<file path="src/rtl/reciprocal_arbiter.sv">
// Round-robin arbiter that time-shares one combinational reciprocal unit
// between N_REQ requesters, holding the operand SETTLE cycles before capture.
module reciprocal_arbiter #(
  parameter int N_REQ  = 3,
  parameter int W      = 24,
  parameter int SETTLE = 2,
  localparam int PW    = $clog2(N_REQ),
  localparam int CW    = (SETTLE > 1) ? $clog2(SETTLE) : 1
) (
  input  logic               clk,
  input  logic               reset,
  input  logic [N_REQ-1:0]   i_req,
  input  logic [N_REQ*W-1:0] i_data,
  input  logic [N_REQ-1:0]   i_abs,
  output logic [N_REQ-1:0]   o_gnt,
  output logic [N_REQ-1:0]   o_valid,
  output logic [W-1:0]       o_data,
  output logic               o_sat,
  output logic               o_busy,
  output logic [W-1:0]       rcp_in,
  output logic               rcp_abs,
  input  logic [W-1:0]       rcp_out,
  input  logic               rcp_sat,
  output logic [1:0]         dbg_state,
  output logic [PW-1:0]      dbg_ptr
);

  // Handshake: a requester holds i_req (level) with a stable operand until it
  // sees o_gnt; o_valid[k] is a one-cycle pulse with no back-pressure, and the
  // requester drops i_req on the edge that ends that pulse unless it wants more.

  typedef enum logic [1:0] {S_IDLE = 2'd0, S_SETTLE = 2'd1, S_DONE = 2'd2} state_t;

  state_t            state, state_next;
  logic [PW-1:0]     ptr;
  logic [CW-1:0]     cnt;
  logic              win_found;
  logic [PW-1:0]     win_idx;
  logic [PW-1:0]     ptr_next;
  logic [N_REQ-1:0]  win_onehot;
  logic [W-1:0]      win_data;
  int                scan;

  // First set request scanning upward from ptr, wrapping at N_REQ-1.
  always_comb begin
    win_found = 1'b0;
    win_idx   = '0;
    scan      = 0;
    for (int i = 0; i < N_REQ; i++) begin
      scan = int'(ptr) + i;
      if (scan >= N_REQ) scan = scan - N_REQ;
      if (!win_found && i_req[scan]) begin
        win_found = 1'b1;
        win_idx   = PW'(scan);
      end
    end
  end

  always_comb begin
    win_onehot          = '0;
    win_onehot[win_idx] = 1'b1;
    win_data            = i_data[int'(win_idx)*W +: W];
    ptr_next            = (win_idx == PW'(N_REQ - 1)) ? '0 : win_idx + PW'(1);
  end

  always_ff @(posedge clk) begin
    if (reset) state <= S_IDLE;
    else       state <= state_next;
  end

  always_comb begin
    state_next = state;
    case (state)
      S_IDLE:   if (win_found) state_next = S_SETTLE;
      S_SETTLE: if (cnt == '0) state_next = S_DONE;
      S_DONE:   state_next = S_IDLE;
      default:  state_next = S_IDLE;
    endcase
  end

  always_comb begin
    o_busy    = (state != S_IDLE);
    dbg_state = state;
    dbg_ptr   = ptr;
  end

  // o_gnt doubles as the record of which requester owns the operation in flight.
  always_ff @(posedge clk) begin
    if (reset) begin
      o_gnt   <= '0;
      o_valid <= '0;
      o_data  <= '0;
      o_sat   <= 1'b0;
      rcp_in  <= '0;
      rcp_abs <= 1'b0;
      ptr     <= '0;
      cnt     <= '0;
    end else begin
      case (state)
        S_IDLE: begin
          if (win_found) begin
            rcp_in  <= win_data;
            rcp_abs <= i_abs[win_idx];
            o_gnt   <= win_onehot;
            cnt     <= CW'(SETTLE - 1);
            ptr     <= ptr_next;
          end
        end
        S_SETTLE: begin
          if (cnt != '0) begin
            cnt <= cnt - CW'(1);
          end else begin
            o_data  <= rcp_out;
            o_sat   <= rcp_sat;
            o_valid <= o_gnt;
            o_gnt   <= '0;
          end
        end
        S_DONE:  o_valid <= '0;
        default: ;
      endcase
    end
  end

endmodule

</file>
<file path="config.mk">
export PLATFORM = sky130hd
export DESIGN_NAME = reciprocal_arbiter
export DESIGN_NICKNAME = d
export VERILOG_FILES = /design/src/rtl/reciprocal_arbiter.sv
export SDC_FILE = /design/constraint.sdc
export NUM_CORES = 1
export LEC_CHECK = 0
export ABC_AREA = 1
export BUFFER_PORTS_ARGS = -buffer_cell sky130_fd_sc_hd__buf_2
export CORE_UTILIZATION = 38
export CTS_CLUSTER_DIAMETER = 60
export DETAILED_ROUTE_END_ITERATION = 6
export GPL_TIMING_DRIVEN = 1
export PLACE_DENSITY = 0.7
export SLEW_MARGIN = 40
export SYNTH_ARGS = -nofsm -noshare
export SYNTH_HDL_FRONTEND = slang
export SYNTH_SLANG_ARGS = --single-unit
</file>
<file path="constraint.sdc">
create_clock -name clk -period 2.2 [get_ports clk]
set_input_delay 0.11 -clock clk [delete_from_list [all_inputs] [get_ports clk]]
set_output_delay 0.11 -clock clk [all_outputs]
set_load 0.02 [all_outputs]
</file>
==> Implementation_results.wiki, run 1 <==
{| class="wikitable"
! Metric !! Value
|-
| Total grt overflow || 0
|-
| Number of global-route vias before repair || roughly 3500
|-
| Total power density per cell area || about 1800 mW/mm²
|-
| Slack of the worst reg-to-reg path || 0.15 ns
|-
| Post-synthesis to final-layout area growth || 45.8%
|-
| Detailed Route WL || 9.83 mm
|-
| Buffer levels on the longest clock path || 2
|-
| Result of the run || finished clean
|-
| Commonest cells after routing, fill and taps aside || 165 x buf_2, 80 x nand2_1, 61 x nor2_1, 60 x dfxtp_1, 44 x nand3_1
|-
| Launching element of the worst setup path || dbg_ptr[0]
|-
| Vias || about 3700
|-
| Setup-failing EPs final || 0
|-
| Met1 WL || between 4 and 5 mm
|-
| Half-perimeter wire length after detailed placement || 6.82 mm
|-
| Final setup skew || around 0.011 ns
|-
| Detail-routed via count per cell || about 5.0
|-
| # IOs || 166
|-
| Relative slew margins || between 70 and 80%
|-
| Count of input and output buffers || 165
|-
| Synth Cell Area || ~0.0031 mm²
|-
| Length of routed met3 wiring || ~930 µm
|-
| Height of the chip || between 90 and 100 µm
|-
| Peak fanout along the critical path || 7
|-
| Number of nets in the synthesized netlist || approximately 550
|-
| Number of cell instances on the worst register-to-register path || 15
|-
| Synth warnings || 0
|-
| Gpl congestion || 0.897
|-
| Path category of the worst min-delay check || in -> reg
|-
| Ant. Diodes || 0
|-
| Kind of capture point of the worst setup path || register
|-
| Worst-path clk slew || about 0.070 ns
|-
| Data required time at the worst endpoint || ~2.4 ns
|-
| Clock tree from TritonCTS || built
|-
| Post-Syn Area per Cell || approximately 7 µm²
|-
| Number of remaining DRC errors || 0
|-
| Core Footprint || 0.00777 mm²
|-
| Worst slew pin tran || around 0.44 ns
|-
| Clock latency of the later-clocked register in the worst-skew pair || between 0.3 and 0.4 ns
|-
| Horizontal extent of the die || a little over 90 µm
|-
| Startpoint type of the worst setup path || register
|-
| Maximum operating frequency || roughly 490 MHz
|-
| Post-placement worst setup slack || 0.0291 ns
|-
| Register bit count reported by yosys || 61
|-
| Routed wl met2 || about 4.7 mm
|-
| RSZ-0062 raised after global routing || no
|-
| Clock buffers created by TritonCTS || 9
|-
| Worst ir drop on vdd || 0.000913 V
|-
| Reg2Reg Launch Point || dbg_ptr[0]
|-
| Most frequent standard cell in the layout excluding fill and tap cells || buf_2
|-
| Share of layout cells above drive strength 1 || roughly 37%
|-
| Worst Setup Slack, final || between 0.15 and 0.2 ns
|-
| Synth Instances || 440
|-
| Lkg Pwr || ~2.4 nW
|-
| Minimum clock period || 2.05 ns
|-
| Num rows || 32
|-
| Antenna violations before repair || 0
|-
| Clock Sinks || 61
|-
| Initial DRT Pass Iterations || 4
|-
| Routed WL per cell || about 13 µm
|-
| Dominant register cell in the synthesized netlist || dfxtp_1
|-
| # Max-Cap Violations || 0
|-
| Hold Crit Start || rcp_out[5]
|-
| Final period util || ~93%
|-
| Maximum number of pins on one net before global-route repair || 30
|-
| Count of different cell masters after synthesis || 25
|-
| Post-Route Setup TNS || 0 ns
|-
| Buffer type at the clock tree root || clkbuf_8
|-
| Hold depth || 3
|-
| GRT Util Overall || 23.7%
|-
| Capture point of the worst reg-to-reg path || rcp_in[9]
|-
| Initial Util || between 30% and 40%
|-
| Arrival time of the worst setup path || about 2.3 ns
|-
| Count of flip-flops with a built-in enable after synthesis || 0
|-
| Max Slew Vio Count || 0
|-
| Post-route antenna net violation count || 0
|-
| Share of the yosys chip area belonging to registers || between 30% and 40%
|-
| Fraction of registers with async set/reset || 0%
|-
| Level count of the clock H-tree || 3
|-
| Global-route wire length before repair || 16.0 mm
|-
| Number of nets in the finished design || between 700 and 800
|-
| Hold Crit Endpoint || o_data[5]
|-
| Uppermost signal routing layer after detailed routing || met4
|-
| Final number of hold-violating endpoints || 0
|-
| Full die area || between 0.008 and 0.009 mm²
|-
| DRC violation total after the first TritonRoute iteration || about 180
|-
| Kind of critical path || reg -> reg
|}
## power by group
part / switching, mW / leakage [nW] / total (mW) / internal, mW
Sequential: 0.203 / 0.503 / 1.72 / 1.51
Clock: 0.482 / 0.104 / 1.01 / 0.529
Combinational: 3.23 / 1.80 / 5.20 / 1.97
## what timing repair did
item	in CTS	in global routing
setup endpoints to repair	0	30
buffers inserted	0	5
gates resized for setup	0	11
endpoints found under the hold margin	18	0
hold buffers	18	0
## logic make-up (layout without fill, tap and decap cells)
logic type               Yosys count  after routing  synth area share (%)
AO/OA/AOI/OAI                     86             86                  14.8
adder cells (fa/ha/maj)            4              4                  1.62
buffers and inverters             74            265                  11.6
flip-flops                        61             61                  39.6
AND/OR/NAND/NOR                  215            215                  32.3
## cell usage after synthesis, types with 3 or more instances
cell type	instances	area share, %
nand4_1	9	1.8
buf_4	5	1.2
nand3_2	10	3.2
a31oi_1	6	1.2
inv_2	5	0.61
nand3_1	46	7.5
inv_1	41	5.0
a21oi_1	33	5.4
buf_2	5	0.81
o21ai_0	43	7.0
clkbuf_1	10	1.2
ha_1	4	1.6
nor2_1	62	7.5
buf_6	6	2.2
dfxtp_1	61	40
a32o_1	3	0.97
nand2_1	81	9.9
## sequential cells by signal, indices dropped and copies added (netlist names)
| name | cells |
|---|---|
| o_sat | 1 |
| rcp_abs | 1 |
| rcp_in | 24 |
| cnt | 1 |
| dbg_ptr | 2 |
| dbg_state | 2 |
| o_gnt | 3 |
| o_valid | 3 |
| o_data | 24 |
## worst max-delay path, stage by stage, from the launching register on
cell and delay, ns:
dfxtp_1 0.33, inv_1 0.08, ha_4 0.31, inv_2 0.07
nand2_1 0.06, nand3_1 0.07, nand2_1 0.11, nand3_2 0.12
nor2_1 0.20, nor2_4 0.09, buf_4 0.14, buf_4 0.12
nand4_1 0.08, nand3_1 0.08, nand2_1 0.06, inv_1 0.04
## per-stage QoR
stage | hold slack (ns) | area (µm²) | util (%) | std cells | total power [mW]
floorplan | 0.245 | 3080 | - | 440 | 5.31
global placement | 0.332 | 4030 | 51.9 | 694 | 6.56
detailed placement | 0.336 | 4030 | 51.9 | 694 | 6.66
CTS | 0.00128 | 4410 | 56.8 | 728 | 7.71
global route | 0.0106 | 4500 | 57.9 | 733 | 8.67
finish | 0.0130 | 4500 | 57.9 | 733 | 7.93
## final cells by class
cell class | count | area, µm²
well taps | 102 | 128
clock buffers | 9 | 124
repair buffers | 202 | 1230
flip-flops and latches | 61 | 1220
multi-input cells | 305 | 1540
fillers | 752 | 3270
inverters | 47 | 176
clock inverters | 7 | 75.1
## worst max-delay path by stage
stage / depth (start not counted) / endpoint
after floorplan: 14 / rcp_in[22]
after global placement: 12 / rcp_in[6]
after detailed placement: 14 / rcp_in[8]
after CTS: 17 / rcp_in[11]
after global routing: 13 / rcp_in[22]
final: 15 / rcp_in[9]
## metal layers
metal | up-vias | track usage, %
li1 | 1804 | -
met4 | 0 | 8.98
met3 | 10 | 6.05
met2 | 189 | 40.9
met1 | 1651 | 28.1
met5 | - | 0
No activity file was read; power rests on OpenSTA's default activity.
==> run 2, diff against run 1 <==
CORE_UTILIZATION = 45   (was 38)
PLACE_DENSITY = 0.78   (was 0.7)
clock period = 2 ns   (was 2.2 ns; I/O delays follow)
==> run 2 against run 1 <==
Against the previous run:
- the run now ends with DRC, setup timing left
- sequential power increased by 11%
- worst setup slack got worse by 0.23 ns
- count of clock-buffer cells in the layout is 1 higher
- sequential cell count unchanged
- critical path type unchanged
- largest cell class unchanged
==> Implementation_results.wiki, run 2 (same netlist as run 1, synthesis figures left out) <==
{| class="wikitable"
! Metric !! Value
|-
| Result of the run || complete, but fails checks
|-
| Failing checks || DRC, setup timing
|-
| Final number of hold-violating endpoints || 0 (unchanged)
|-
| Maximum operating frequency || 481 MHz (-1.5%)
|-
| Global-route wire length before repair || 16.1 mm (+0.60%)
|-
| Num rows || 29 (-9.4%)
|-
| Largest regs || o_data: 24 flops, rcp_in: 24 flops
|-
| Data required time at the worst endpoint || 2.27 ns (-0.17 ns)
|-
| Detailed Route WL || 10.8 mm (+9.9%)
|-
| Relative slew margins || 68.7% (-2.2 points)
|-
| Placed inst area || 0.00412 mm² (+2.1%)
|-
| Antenna violations before repair || 0 (unchanged)
|-
| Core Footprint || 0.00649 mm² (-16%)
|-
| Final setup skew || 0.0115 ns (+0.000260 ns)
|-
| Path category of the worst min-delay check || in -> reg
|-
| Startpoint type of the worst setup path || register
|-
| Minimum clock period || 2.08 ns (+0.0308 ns)
|-
| Arrival time of the worst setup path || 2.35 ns (+0.07 ns)
|-
| Detail-routed via count per cell || 5.28 (+6.0%)
|-
| # Max-Cap Violations || 0 (unchanged)
|-
| Buffer levels on the longest clock path || 2 (unchanged)
|-
| Slowest cell on the critical path || dfxtp_4
|-
| Commonest cells after routing, fill and taps aside || 166 x buf_2, 73 x nand2_1, 60 x nor2_1, 59 x dfxtp_1, 43 x o21ai_0
|-
| Maximum number of pins on one net before global-route repair || 41 (+37%)
|-
| Initial Util || 47.5% (+7.8 points)
|-
| Cells along the critical path || inv_4 -> ha_4 -> inv_4 -> nand2_2 -> nand3_2 -> nand2_2 -> nand3_2 -> buf_6 -> nand3_4 -> nand2_8 -> nor2_8 -> clkbuf_16 -> nand2_4 -> a31oi_4
|-
| Clock Sinks || 61 (unchanged)
|-
| Buffer type at the clock tree root || clkbuf_8
|-
| Worst-path clk slew || 0.08 ns (about the same)
|-
| Gpl congestion || 0.901 (+0.36%)
|-
| Height of the chip || 84.8 µm (-7.9%)
|-
| Worst Setup Slack, final || -0.0784 ns (-0.231 ns)
|-
| Max Slew Vio Count || 0 (unchanged)
|-
| Level count of the clock H-tree || 3 (unchanged)
|-
| RSZ-0062 raised after global routing || yes
|-
| Clock tree from TritonCTS || built
|-
| Number of nets in the finished design || 764 (+3.9%)
|-
| Share of layout cells above drive strength 1 || 42.9% (+6.3 points)
|-
| Clock buffers created by TritonCTS || 9 (unchanged)
|-
| Setup-failing EPs final || 17 (+17)
|-
| Number of global-route vias before repair || 3569 (+1.1%)
|-
| DRC violation total after the first TritonRoute iteration || 224 (+27%)
|-
| # IOs || 166 (unchanged)
|-
| Worst ir drop on vdd || 0.00107 V (+17%)
|-
| Kind of capture point of the worst setup path || register
|-
| Peak fanout along the critical path || 7 (unchanged)
|-
| Full die area || 0.00719 mm² (-15%)
|-
| Final instance area || 0.00496 mm² (+10%)
|-
| Initial DRT Pass Iterations || 7 (+3)
|-
| Most frequent standard cell in the layout excluding fill and tap cells || buf_2
|-
| Sequential cell area in the final layout || 0.00123 mm² (+0.31%)
|-
| Lkg Pwr || 2.60 nW (+8.1%)
|-
| Post-route antenna net violation count || 0 (unchanged)
|-
| Final period util || 104% (+11 points)
|-
| Routed WL per cell || 14.7 µm (+9.3%)
|-
| Kind of critical path || reg -> reg
|-
| GRT Util Overall || 28.0% (+4.3 points)
|-
| Horizontal extent of the die || 84.8 µm (-7.9%)
|-
| Area of combinational cells with multiple inputs || 0.00175 mm² (+13%)
|-
| Vias || 3893 (+6.5%)
|-
| Number of filler instances in the final layout || 453 (-40%)
|-
| Half-perimeter wire length after detailed placement || 6.45 mm (-5.4%)
|-
| Largest stage delay, worst path || 0.37 ns (+0.04 ns)
|-
| Total grt overflow || 0 (unchanged)
|-
| Ant. Diodes || 0 (unchanged)
|-
| Clock latency of the later-clocked register in the worst-skew pair || 0.34 ns (about the same)
|-
| Number of remaining DRC errors || 15 (+15)
|-
| Count of input and output buffers || 165 (unchanged)
|-
| Total power density per cell area || 2060 mW/mm² (+17%)
|-
| WHS || 0.0125 ns (-0.000441 ns)
|-
| Worst slew pin tran || 0.469 ns (+0.0334 ns)
|-
| Post-synthesis to final-layout area growth || 60.9%
|}
-- run 2: changes by cell type in the layout (fill, tap and decap cells not counted), sizes merged --
cell / before / now
buf: 184 / 202
bufinv: 1 / 2
clkbuf: 9 / 11
clkinv: 6 / 5
dlygate4sd3: 18 / 27
inv: 47 / 46
nor2: 65 / 66
-- run 2: through the flow --
step / TNS, ns / std cells / util, % / power (mW) / worst slack [ns]
after floorplan: 0 / 440 / - / 5.85 / 0.0239
after global placement: -4.28 / 684 / 63.4 / 7.46 / -0.221
after detailed placement: -5.80 / 684 / 63.4 / 7.54 / -0.278
after CTS: 0 / 729 / 71.7 / 8.96 / 0.00278
after global routing: -3.05 / 737 / 76.4 / 10.9 / -0.169
final: -0.345 / 737 / 76.4 / 10.2 / -0.0784
-- run 2: power by group --
| part | switching [mW] | internal [mW] | total [mW] |
|---|---|---|---|
| clock network | 0.510 | 0.702 | 1.21 |
| registers | 0.237 | 1.67 | 1.91 |
| logic | 4.20 | 2.88 | 7.08 |
-- run 2: final timing paths --
check	start	endpoint	slack (ns)	cells past startpoint
worst max-delay path	dbg_ptr[0]	rcp_in[0]	-0.08	14
worst min register to register	cnt	dbg_state[0]	0.50	2
worst max register to register	dbg_ptr[0]	rcp_in[0]	-0.08	14
worst min-delay path	i_data[31]	rcp_in[7]	0.01	3
-- run 2: worst max-delay path: cells and delay by family, from the launching register on --
family	cells	cell delay (ns)
AO/OA/AOI/OAI	1	0.18
adder cells (fa/ha/maj)	1	0.31
buffers and inverters	4	0.42
flip-flops	1	0.37
AND/OR/NAND/NOR	8	0.73
-- run 2: repair_timing --
item / CTS / global route
endpoints found under the setup margin: 29 / 30
hold buffers: 27 / 0
gates cloned: 1 / 2
hold endpoints to repair: 27 / 0
pin swaps: 3 / 22
gates resized for setup: 10 / 50
setup buffers: 1 / 6
-- run 2: area by class of cell --
class,count,area share [%]
Tap cell,77,1.94
Multi-Input combinational cell,306,35.2
Inverter,47,3.66
Sequential cell,61,24.7
Clock buffer,10,2.57
Clock inverter,6,1.77
Timing Repair Buffer,230,30.1
-- run 2: per-layer routing --
| metal | vias to the layer above | routed length [µm] | global-route usage (%) |
|---|---|---|---|
| met5 | - | 0 | 0 |
| met4 | 0 | 255 | 10.3 |
| met3 | 28 | 993 | 6.29 |
| met2 | 228 | 5250 | 48.8 |
| met1 | 1774 | 4310 | 33.7 |
| li1 | 1863 | - | - |
